<file path="src/rtl/spexp_result_merge16.sv">
// Re-merges the exp and softplus result streams of the shared activation unit into issue order.
// Optional head-of-line watchdog enabled by defining SPEXP_MERGE_WDOG_EN.
module spexp_result_merge16 #(
  parameter int DW       = 16,
  parameter int DEPTH    = 8,
  parameter int WDOG_CYC = 64
) (
  input  logic                   clk,
  input  logic                   rst,
  input  logic                   issue_valid_i,
  input  logic                   issue_mode_i,
  output logic                   issue_ready_o,
  input  logic                   exp_valid_i,
  input  logic [DW-1:0]          exp_data_i,
  input  logic                   sp_valid_i,
  input  logic [DW-1:0]          sp_data_i,
  output logic                   m_valid_o,
  input  logic                   m_ready_i,
  output logic [DW-1:0]          m_data_o,
  output logic                   m_mode_o,
  output logic [$clog2(DEPTH):0] outstanding_o,
  output logic [2:0]             err_o
);

  localparam int AW = $clog2(DEPTH);
  localparam int PW = AW + 1;
  localparam logic [PW-1:0] DEPTH_P = PW'(DEPTH);

  logic            order_mem [DEPTH];
  logic [PW-1:0]   order_wr, order_rd;
  logic [DW-1:0]   exp_mem [DEPTH];
  logic [PW-1:0]   exp_wr, exp_rd;
  logic [DW-1:0]   sp_mem [DEPTH];
  logic [PW-1:0]   sp_wr, sp_rd;

  logic [PW-1:0]   pend_exp, pend_sp;
  logic [PW-1:0]   outstanding;
  logic [1:0]      err_q;
  logic            wdog_err;

  logic            order_empty;
  logic            exp_empty, exp_full, sp_empty, sp_full;
  logic            issue_accept;
  logic            exp_hit, exp_unexp, exp_push, exp_ovf;
  logic            sp_hit, sp_unexp, sp_push, sp_ovf;
  logic            head_mode, match, load, handshake;
  logic            pop_exp, pop_sp;
  logic            inc_exp, inc_sp;
  logic [DW-1:0]   exp_head, sp_head;

  assign order_empty = (order_wr == order_rd);
  assign exp_empty   = (exp_wr == exp_rd);
  assign sp_empty    = (sp_wr == sp_rd);
  assign exp_full    = (exp_wr[AW] != exp_rd[AW]) && (exp_wr[AW-1:0] == exp_rd[AW-1:0]);
  assign sp_full     = (sp_wr[AW] != sp_rd[AW]) && (sp_wr[AW-1:0] == sp_rd[AW-1:0]);

  // Credit covers tokens still in the order FIFO and the one parked in the output register.
  assign issue_ready_o = (outstanding < DEPTH_P);
  assign issue_accept  = issue_valid_i && issue_ready_o;
  assign inc_exp       = issue_accept && !issue_mode_i;
  assign inc_sp        = issue_accept && issue_mode_i;

  assign exp_hit   = exp_valid_i && (pend_exp != '0);
  assign exp_unexp = exp_valid_i && (pend_exp == '0);
  assign exp_push  = exp_hit && !exp_full;
  assign exp_ovf   = exp_hit && exp_full;
  assign sp_hit    = sp_valid_i && (pend_sp != '0);
  assign sp_unexp  = sp_valid_i && (pend_sp == '0);
  assign sp_push   = sp_hit && !sp_full;
  assign sp_ovf    = sp_hit && sp_full;

  assign head_mode = order_mem[order_rd[AW-1:0]];
  assign exp_head  = exp_mem[exp_rd[AW-1:0]];
  assign sp_head   = sp_mem[sp_rd[AW-1:0]];
  assign match     = !order_empty && (head_mode ? !sp_empty : !exp_empty);
  assign load      = match && (!m_valid_o || m_ready_i);
  assign pop_exp   = load && !head_mode;
  assign pop_sp    = load && head_mode;
  assign handshake = m_valid_o && m_ready_i;

  // Storage arrays need no reset; the pointers alone define what is valid.
  always_ff @(posedge clk) begin
    if (issue_accept) order_mem[order_wr[AW-1:0]] <= issue_mode_i;
    if (exp_push)     exp_mem[exp_wr[AW-1:0]]     <= exp_data_i;
    if (sp_push)      sp_mem[sp_wr[AW-1:0]]       <= sp_data_i;
  end

  always_ff @(posedge clk) begin
    if (rst) begin
      order_wr <= '0;
      order_rd <= '0;
      exp_wr   <= '0;
      exp_rd   <= '0;
      sp_wr    <= '0;
      sp_rd    <= '0;
    end else begin
      if (issue_accept) order_wr <= order_wr + 1'b1;
      if (load)         order_rd <= order_rd + 1'b1;
      if (exp_push)     exp_wr   <= exp_wr + 1'b1;
      if (pop_exp)      exp_rd   <= exp_rd + 1'b1;
      if (sp_push)      sp_wr    <= sp_wr + 1'b1;
      if (pop_sp)       sp_rd    <= sp_rd + 1'b1;
    end
  end

  // A strobe is consumed against its pending count even if the FIFO had to drop it.
  always_ff @(posedge clk) begin
    if (rst) begin
      pend_exp <= '0;
      pend_sp  <= '0;
    end else begin
      if (inc_exp && !exp_hit)      pend_exp <= pend_exp + 1'b1;
      else if (!inc_exp && exp_hit) pend_exp <= pend_exp - 1'b1;
      if (inc_sp && !sp_hit)        pend_sp  <= pend_sp + 1'b1;
      else if (!inc_sp && sp_hit)   pend_sp  <= pend_sp - 1'b1;
    end
  end

  always_ff @(posedge clk) begin
    if (rst) begin
      outstanding <= '0;
    end else begin
      case ({issue_accept, handshake})
        2'b10:   outstanding <= outstanding + 1'b1;
        2'b01:   outstanding <= outstanding - 1'b1;
        default: outstanding <= outstanding;
      endcase
    end
  end

  always_ff @(posedge clk) begin
    if (rst) begin
      m_valid_o <= 1'b0;
      m_data_o  <= '0;
      m_mode_o  <= 1'b0;
    end else if (load) begin
      m_valid_o <= 1'b1;
      m_data_o  <= head_mode ? sp_head : exp_head;
      m_mode_o  <= head_mode;
    end else if (m_ready_i) begin
      m_valid_o <= 1'b0;
    end
  end

  always_ff @(posedge clk) begin
    if (rst) begin
      err_q <= '0;
    end else begin
      if (exp_ovf || sp_ovf)     err_q[0] <= 1'b1;
      if (exp_unexp || sp_unexp) err_q[1] <= 1'b1;
    end
  end

`ifdef SPEXP_MERGE_WDOG_EN
  localparam int WW = $clog2(WDOG_CYC + 1);
  localparam logic [WW-1:0] WDOG_MAX  = WW'(WDOG_CYC);
  localparam logic [WW-1:0] WDOG_LAST = WW'(WDOG_CYC - 1);

  logic [WW-1:0] wdog_cnt;
  logic          wdog_flag;

  // The count only advances while the head token has no result to pair with; a stalled
  // but matched head merely holds it.
  always_ff @(posedge clk) begin
    if (rst) begin
      wdog_cnt  <= '0;
      wdog_flag <= 1'b0;
    end else if (load || order_empty) begin
      wdog_cnt <= '0;
    end else if (!match) begin
      if (wdog_cnt != WDOG_MAX) wdog_cnt <= wdog_cnt + 1'b1;
      if (wdog_cnt == WDOG_LAST) wdog_flag <= 1'b1;
    end
  end

  assign wdog_err = wdog_flag;
`else
  assign wdog_err = 1'b0;
`endif

  assign outstanding_o = outstanding;
  assign err_o         = {wdog_err, err_q};

endmodule

</file>
<file path="config.mk">
export PLATFORM = sky130hd
export DESIGN_NAME = spexp_result_merge16
export DESIGN_NICKNAME = d
export VERILOG_FILES = /design/src/rtl/spexp_result_merge16.sv
export SDC_FILE = /design/constraint.sdc
export NUM_CORES = 1
export LEC_CHECK = 0
export CORE_MARGIN = 5
export CORE_UTILIZATION = 55
export CTS_CLUSTER_DIAMETER = 50
export DETAILED_ROUTE_END_ITERATION = 10
export HOLD_SLACK_MARGIN = 0.1
export PLACE_DENSITY_LB_ADDON = 0.08
export SLEW_MARGIN = 20
export SYNTH_ARGS = -nofsm -noshare
export SYNTH_HDL_FRONTEND = slang
export SYNTH_SLANG_ARGS = --single-unit
</file>
<file path="constraint.sdc">
create_clock -name clk -period 3.3 [get_ports clk]
set_input_delay 0.66 -clock clk [delete_from_list [all_inputs] [get_ports clk]]
set_output_delay 0.66 -clock clk [all_outputs]
set_load 0.05 [all_outputs]
</file>
==> results of run 1 <==
-- cells by family after synthesis --
group | Yosys count
AO/OA/AOI/OAI | 51
XOR/XNOR | 33
adder cells (fa/ha/maj) | 18
buffers and inverters | 49
flip-flops | 329
multiplexers | 110
other | 1
AND/OR/NAND/NOR | 153
-- cells in the final DEF (no fill, tap or decap), types with 4 or more instances in the layout --
cell type	n
clkinv_2	5
mux2i_1	39
dfxtp_1	63
nor2_1	56
nand3_1	37
o2111a_1	16
nor3_2	4
mux4_2	66
ha_1	15
clkdlybuf4s50_1	63
nand4_1	6
nand2b_1	10
xnor2_1	19
nor3_1	4
clkbuf_1	5
bufinv_16	4
a21oi_1	15
edfxtp_1	264
buf_12	5
nand2_1	17
xor2_1	14
clkinv_1	5
clkbuf_16	36
a41oi_1	4
buf_4	24
inv_1	10
nor2b_1	4
-- layer usage --
metal | share of wire | up-vias | wire length (um)
li1 | - | 3124 | -
met3 | 0.054 | 30 | 1386
met1 | 0.43 | 3395 | 11090
met2 | 0.49 | 156 | 12590
met4 | 0.018 | 0 | 452
met5 | 0 | - | 0
-- flip-flops by register name, summed over array words and instances, names as in the netlist, 2 cells and up, named ones only --
register / cells
sp_rd: 4
exp_mem: 128
pend_exp: 4
sp_wr: 4
exp_wr: 4
sp_mem: 128
order_mem: 8
err_q: 2
exp_rd: 4
outstanding_o: 4
order_rd: 4
pend_sp: 4
order_wr: 4
m_data_o: 16
-- synthesized netlist by cell type (all sizes together) --
cell type / number
nor3: 8
a41oi: 4
o2111a: 16
nand4b: 2
xnor2: 19
a41o: 1
o211a: 1
or3: 3
clkbuf: 21
nand2: 17
and2: 3
a21o: 3
o211ai: 2
nor2: 57
conb: 1
o21ai: 3
o31ai: 1
nand2b: 10
nand4: 6
nor4: 3
nand3: 37
fa: 3
edfxtp: 264
nor2b: 4
a221oi: 1
or2: 1
or4: 1
buf: 18
dfxtp: 65
and4b: 1
inv: 10
mux2: 4
mux2i: 40
o41ai: 2
xor2: 14
mux4: 66
a21oi: 15
ha: 15
o21a: 1
o22ai: 1
-- worst max path at each step --
stage | startpoint | end | slack, ps
after detailed placement | issue_valid_i | pend_exp[3]$_SDFFE_PP0P_ | 130
final | pend_exp[0]$_SDFFE_PP0P_ | pend_exp[3]$_SDFFE_PP0P_ | 490
after floorplan | sp_valid_i | sp_mem[0][0]$_DFFE_PP_ | 400
after CTS | pend_exp[0]$_SDFFE_PP0P_ | pend_exp[3]$_SDFFE_PP0P_ | 510
after global placement | issue_valid_i | pend_exp[3]$_SDFFE_PP0P_ | 210
after global routing | pend_sp[0]$_SDFFE_PP0P_ | pend_sp[3]$_SDFFE_PP0P_ | 270
-- metrics by stage --
step	util	instance area, um^2	hold slack (ps)	total power, mW	setup slack, ps
after floorplan	-	13060	471.2	6.853	395.6
after global placement	0.6077	14220	473.9	7.558	211.5
after detailed placement	0.6077	14220	483.9	7.639	127.4
after CTS	0.6576	15390	497.3	11.55	513.2
after global routing	0.6577	15390	523.9	11.95	272.4
final	0.6577	15390	495.1	11.43	493.2
-- worst min-delay path, delay by kind of cell (launching register included) --
kind,cells,cell delay [ps]
DFF,1,340
and+or+nand+nor,2,120
-- layout make-up --
cell class              instances  area [um^2]
multi-input cells             366         3643
diodes                          1        2.502
well taps                     319        399.1
flip-flops and latches        329         9231
clock buffers                  44        960.9
clock inverters                19        206.4
inverters                      10        37.54
fillers                      1631         8010
repair buffers                 92        910.9
-- power groups by stage --
stage | Sequential (mW) | Clock, mW | Combinational [mW]
4_1_cts | 5.18 | 3.99 | 2.39
6_report | 5.18 | 3.90 | 2.35
3_5_place_dp | 5.27 | 0 | 2.37
3_3_place_gp | 5.24 | 0 | 2.32
2_1_floorplan | 5.48 | 0 | 1.37
5_1_grt | 5.23 | 4.16 | 2.56
==> qor.yml, run 1 <==
synth_compound_area_frac: 0.03142
synth_mux_area_frac: 0.1489
io_pins: 65
finalHoldViolCount: 0
ant_nets: 0
grt_pass1_wl_mm: 40.04
root_buffer: "clkbuf_16"
whs_endpoint: "err_q[0]$_SDFFE_PP0P_"
cp_data_arrival_time_ps: 3240
use_met1: 0.2763
dr.pass1.iters: 4
die_h_um: 164.1
min_period_ps: 2807
p_leak_nw: 4.960
crit_family: "compound AO/OA/AOI/OAI gates"
grt_pass1_vias: 7048
power_density_nw_per_um2: 742.7
synth_seq_cells: 329
slew_headroom: 0.2787
seqPwrFrac: 0.453
timing.final.crit_share: 0.8506
place_inst: 1116
drc: 0
initial_core_util: 0.5581
skew_ps: 21.40
grt_max_degree: 33
clk_latency_ps: 510
dieArea_um2: 26930
finalSetupViolations: 0
ys_seq_area_frac: 0.7066
fin_tns_setup_ps: 0
power_frac_comb: 0.206
cts_hold_buffers: 0
clock_path_buffers: 3
ir_worst_vdd_mv: 0.6206
syn_nets: 801
synth-simple-area-share: 0.05575
globalRouteOverflowTotal: 0
synthXorXnorAreaFrac: 0.02213
min_path_type: "reg2reg"
yosys.area.top_type_share: 0.6070
reg2reg_from: "pend_exp[0]$_SDFFE_PP0P_"
r2r-end: "pend_exp[3]$_SDFFE_PP0P_"
drive_above_1_share: 0.1837
r2r_slack_ps: 490
holdPathStages: 2
slowest_stage: "o41ai_1"
synth_area_um2: 13060
synth.distinct_cells: 45
die_width_um: 164.1
drv_cap: 0
endpoint_kind: "flop"
numCtsBuffers: 35
vias: 6705
clk_pin_slew_worst_paths_ps: 60
routed_wl_mm: 25.52
synthTopCellsByArea: "edfxtp_1 61%, mux4_2 11%, dfxtp_1 10%"
outcome: "complete, no violations"
path_max_fanout: 5
dp_hpwl_mm: 16.19
rows: 56
worst_pin_slew_ps: 1080
use_met3: 0.03588
synth_area_leader_cell: "edfxtp_1"
drtIter0Drc: 480
switching_share: 0.2748
required_ps: 3730
routedWlPerCell_um: 21.62
p_clk_frac: 0.341
p_int_mw: 8.291
gp_congestion: 0.8076
port_buffers: 63
hp-start: "err_q[0]$_SDFFE_PP0P_"
crit_type: "reg2reg"
yosysWarnings: 0
cp_cell_sequence: "o41ai_1 > ha_1 > inv_1 > ha_1 > a21o_1 > a21oi_1 > xnor2_1 > or3_1 > a21oi_1"
cts_sinks: 329
post_cts_buffers: 0
synthAdderAreaFrac: 0.01897
final_cells: 1180
slowest_delay_ps: 750
htree_levels: 2
worst_setup_path_start_kind: "flop"
grt_use_met2: 0.3249
antenna_found_initial: 1
avgSynthCellArea_um2: 17.56
synth_top_family_by_area: "multiplexers"
fin_nets: 891
core_area_um2: 23400
synthCells: 744
fmax_mhz: 356.3
netSwitchingPower_mw: 3.141
r2r_cells: 9
grt_busiest_layer: "met2"
rsz0062_at_grt: "no"
slew_violations: 0
cts_tree: "built"
grt_usage: 0.1978
post_cts_resized: 0
area_delta_synth_final_pct: 17.85
path_depth: 9
critical_path_buf_inv_count: 1
viasPerCell: 5.682
(Power assumes the default switching activity.)
==> run 2: changes to the inputs <==
--- a/config.mk
+++ b/config.mk
@@ -6,6 +6,8 @@
 export NUM_CORES = 1
 export LEC_CHECK = 0
+export CELL_PAD_IN_SITES_DETAIL_PLACEMENT = 0
+export CELL_PAD_IN_SITES_GLOBAL_PLACEMENT = 1
 export CORE_MARGIN = 5
-export CORE_UTILIZATION = 55
+export CORE_UTILIZATION = 52
 export CTS_CLUSTER_DIAMETER = 50
 export DETAILED_ROUTE_END_ITERATION = 10
==> constraint.sdc (replaced) <==
create_clock -name clk -period 3.3 [get_ports clk]
set_input_delay 0.33 -clock clk [delete_from_list [all_inputs] [get_ports clk]]
set_output_delay 0.33 -clock clk [all_outputs]
set_load 0.05 [all_outputs]
==> qor.yml, run 2 (synthesis gave the netlist of run 1 again) <==
outcome: "complete, no violations"
ir_worst_vdd_mv: 0.5809
power_density_nw_per_um2: 731.2
cts_sinks: 329
cts_tree: "built"
grt_use_met2: 0.3110
timing.final.crit_share: 0.8749
cp_data_arrival_time_ps: 3310
post_cts_buffers: 0
vias: 6800
dp_hpwl_mm: 16.63
gp_congestion: 0.7914
dr.pass1.iters: 5
area_delta_synth_final_pct: 17.11
post-route-util: 0.6127
holdPathStages: 2
r2r_slack_ps: 410
final_cell_mix: "264 x edfxtp_1, 66 x mux4_2, 63 x dfxtp_1"
numCtsBuffers: 36
rsz0062_at_grt: "no"
drtIter0Drc: 475
use_met1: 0.2586
r2r_cells: 9
viasPerCell: 5.705
crit_type: "reg2reg"
min_period_ps: 2887
htree_levels: 2
diodes: 0
drv_cap: 0
globalRouteOverflowTotal: 0
die_width_um: 168.5
p_leak_nw: 4.924
pre_cts_slack_ps: 236.5
endpoint_kind: "flop"
grt_pass1_vias: 7196
clk_latency_ps: 510
worst_setup_path_start_kind: "flop"
dieArea_um2: 28390
drc: 0
antenna_found_initial: 1
die_h_um: 168.5
fin_ws_ps: 413.0
clock_path_buffers: 3
drive_above_1_share: 0.1856
fin_nets: 892
grt_busiest_layer: "met2"
finalSetupViolations: 0
root_buffer: "clkbuf_16"
grt_max_degree: 45
clk_pin_slew_worst_paths_ps: 60
final_common_cell: "edfxtp_1"
min_path_type: "reg2reg"
grt_usage: 0.1873
core_area_um2: 24960
finalHoldViolCount: 0
io_pins: 65
fmax_mhz: 346.4
skew_ps: 16.89
slew_violations: 0
routed_wl_mm: 26.05
totalPowerFinal_mw: 11.18
ant_nets: 0
port_buffers: 63
use_met3: 0.03106
routedWlPerCell_um: 21.86
required_ps: 3720
rows: 58
slew_headroom: 0.4020
fin_tns_setup_ps: 0
grt_pass1_wl_mm: 40.83
initial_core_util: 0.5232
path_max_fanout: 5
worst_pin_slew_ps: 895.7
-- run 2: cell types whose count changed in the layout (fill, tap and decap cells not counted), moves of 2 or more --
cell	delta
buf_12	-2
clkinvlp_2	-2
bufinv_16	-3
clkbuf_1	-3
clkinv_2	+7
clkinvlp_4	+2
clkbuf_8	-3
clkinv_1	+3
-- run 2: metal layers --
metal  wire [um]  vias up
met5          13        -
met4         584        2
met3        1152       38
met2       12940      158
met1       11360     3475
li1            -     3127
-- run 2: stage by stage --
step | area [um^2] | hold slack [ps] | instances
after global placement | 14200 | 465.4 | 1126
after detailed placement | 14200 | 485.7 | 1126
after CTS | 15300 | 498.7 | 1192
after global routing | 15300 | 536.3 | 1192
final | 15300 | 496.7 | 1192
after floorplan | 13060 | 428.9 | 744
-- run 2: critical path: stages (launching register included) --
cell and delay (ps):
dfxtp_1 370, o41ai_1 790, ha_1 320, inv_1 100
ha_1 310, a21o_1 190, a21oi_1 180, xnor2_1 100
or3_1 300, a21oi_1 150
-- run 2: cell type report --
class / count / area [um^2]
Fill cell: 1822 / 9668
Multi-Input combinational cell: 366 / 3643
Clock buffer: 38 / 908.4
Sequential cell: 329 / 9231
Clock inverter: 27 / 178.9
Inverter: 10 / 37.54
Tap cell: 330 / 412.9
Timing Repair Buffer: 92 / 883.3
-- run 2: final timing paths --
kind	startpoint	end
hold / removal	err_q[1]$_SDFFE_PP0P_	err_q[1]$_SDFFE_PP0P_
hold reg to reg	err_q[1]$_SDFFE_PP0P_	err_q[1]$_SDFFE_PP0P_
setup / recovery	pend_exp[0]$_SDFFE_PP0P_	pend_exp[3]$_SDFFE_PP0P_
setup reg to reg	pend_exp[0]$_SDFFE_PP0P_	pend_exp[3]$_SDFFE_PP0P_
-- run 2: power breakdown --
group | total [mW] | internal (mW) | switching [mW] | leakage [nW]
combinational | 2.37 | 0.994 | 1.37 | 1.47
sequential | 5.17 | 4.91 | 0.268 | 2.92
clock | 3.64 | 2.09 | 1.55 | 0.538
-- run 2: repair_timing --
action	4_1_cts	5_1_grt
hold buffers	1	0
endpoints found under the hold margin	1	0
setup endpoints to repair	0	0
resized for setup	0	0
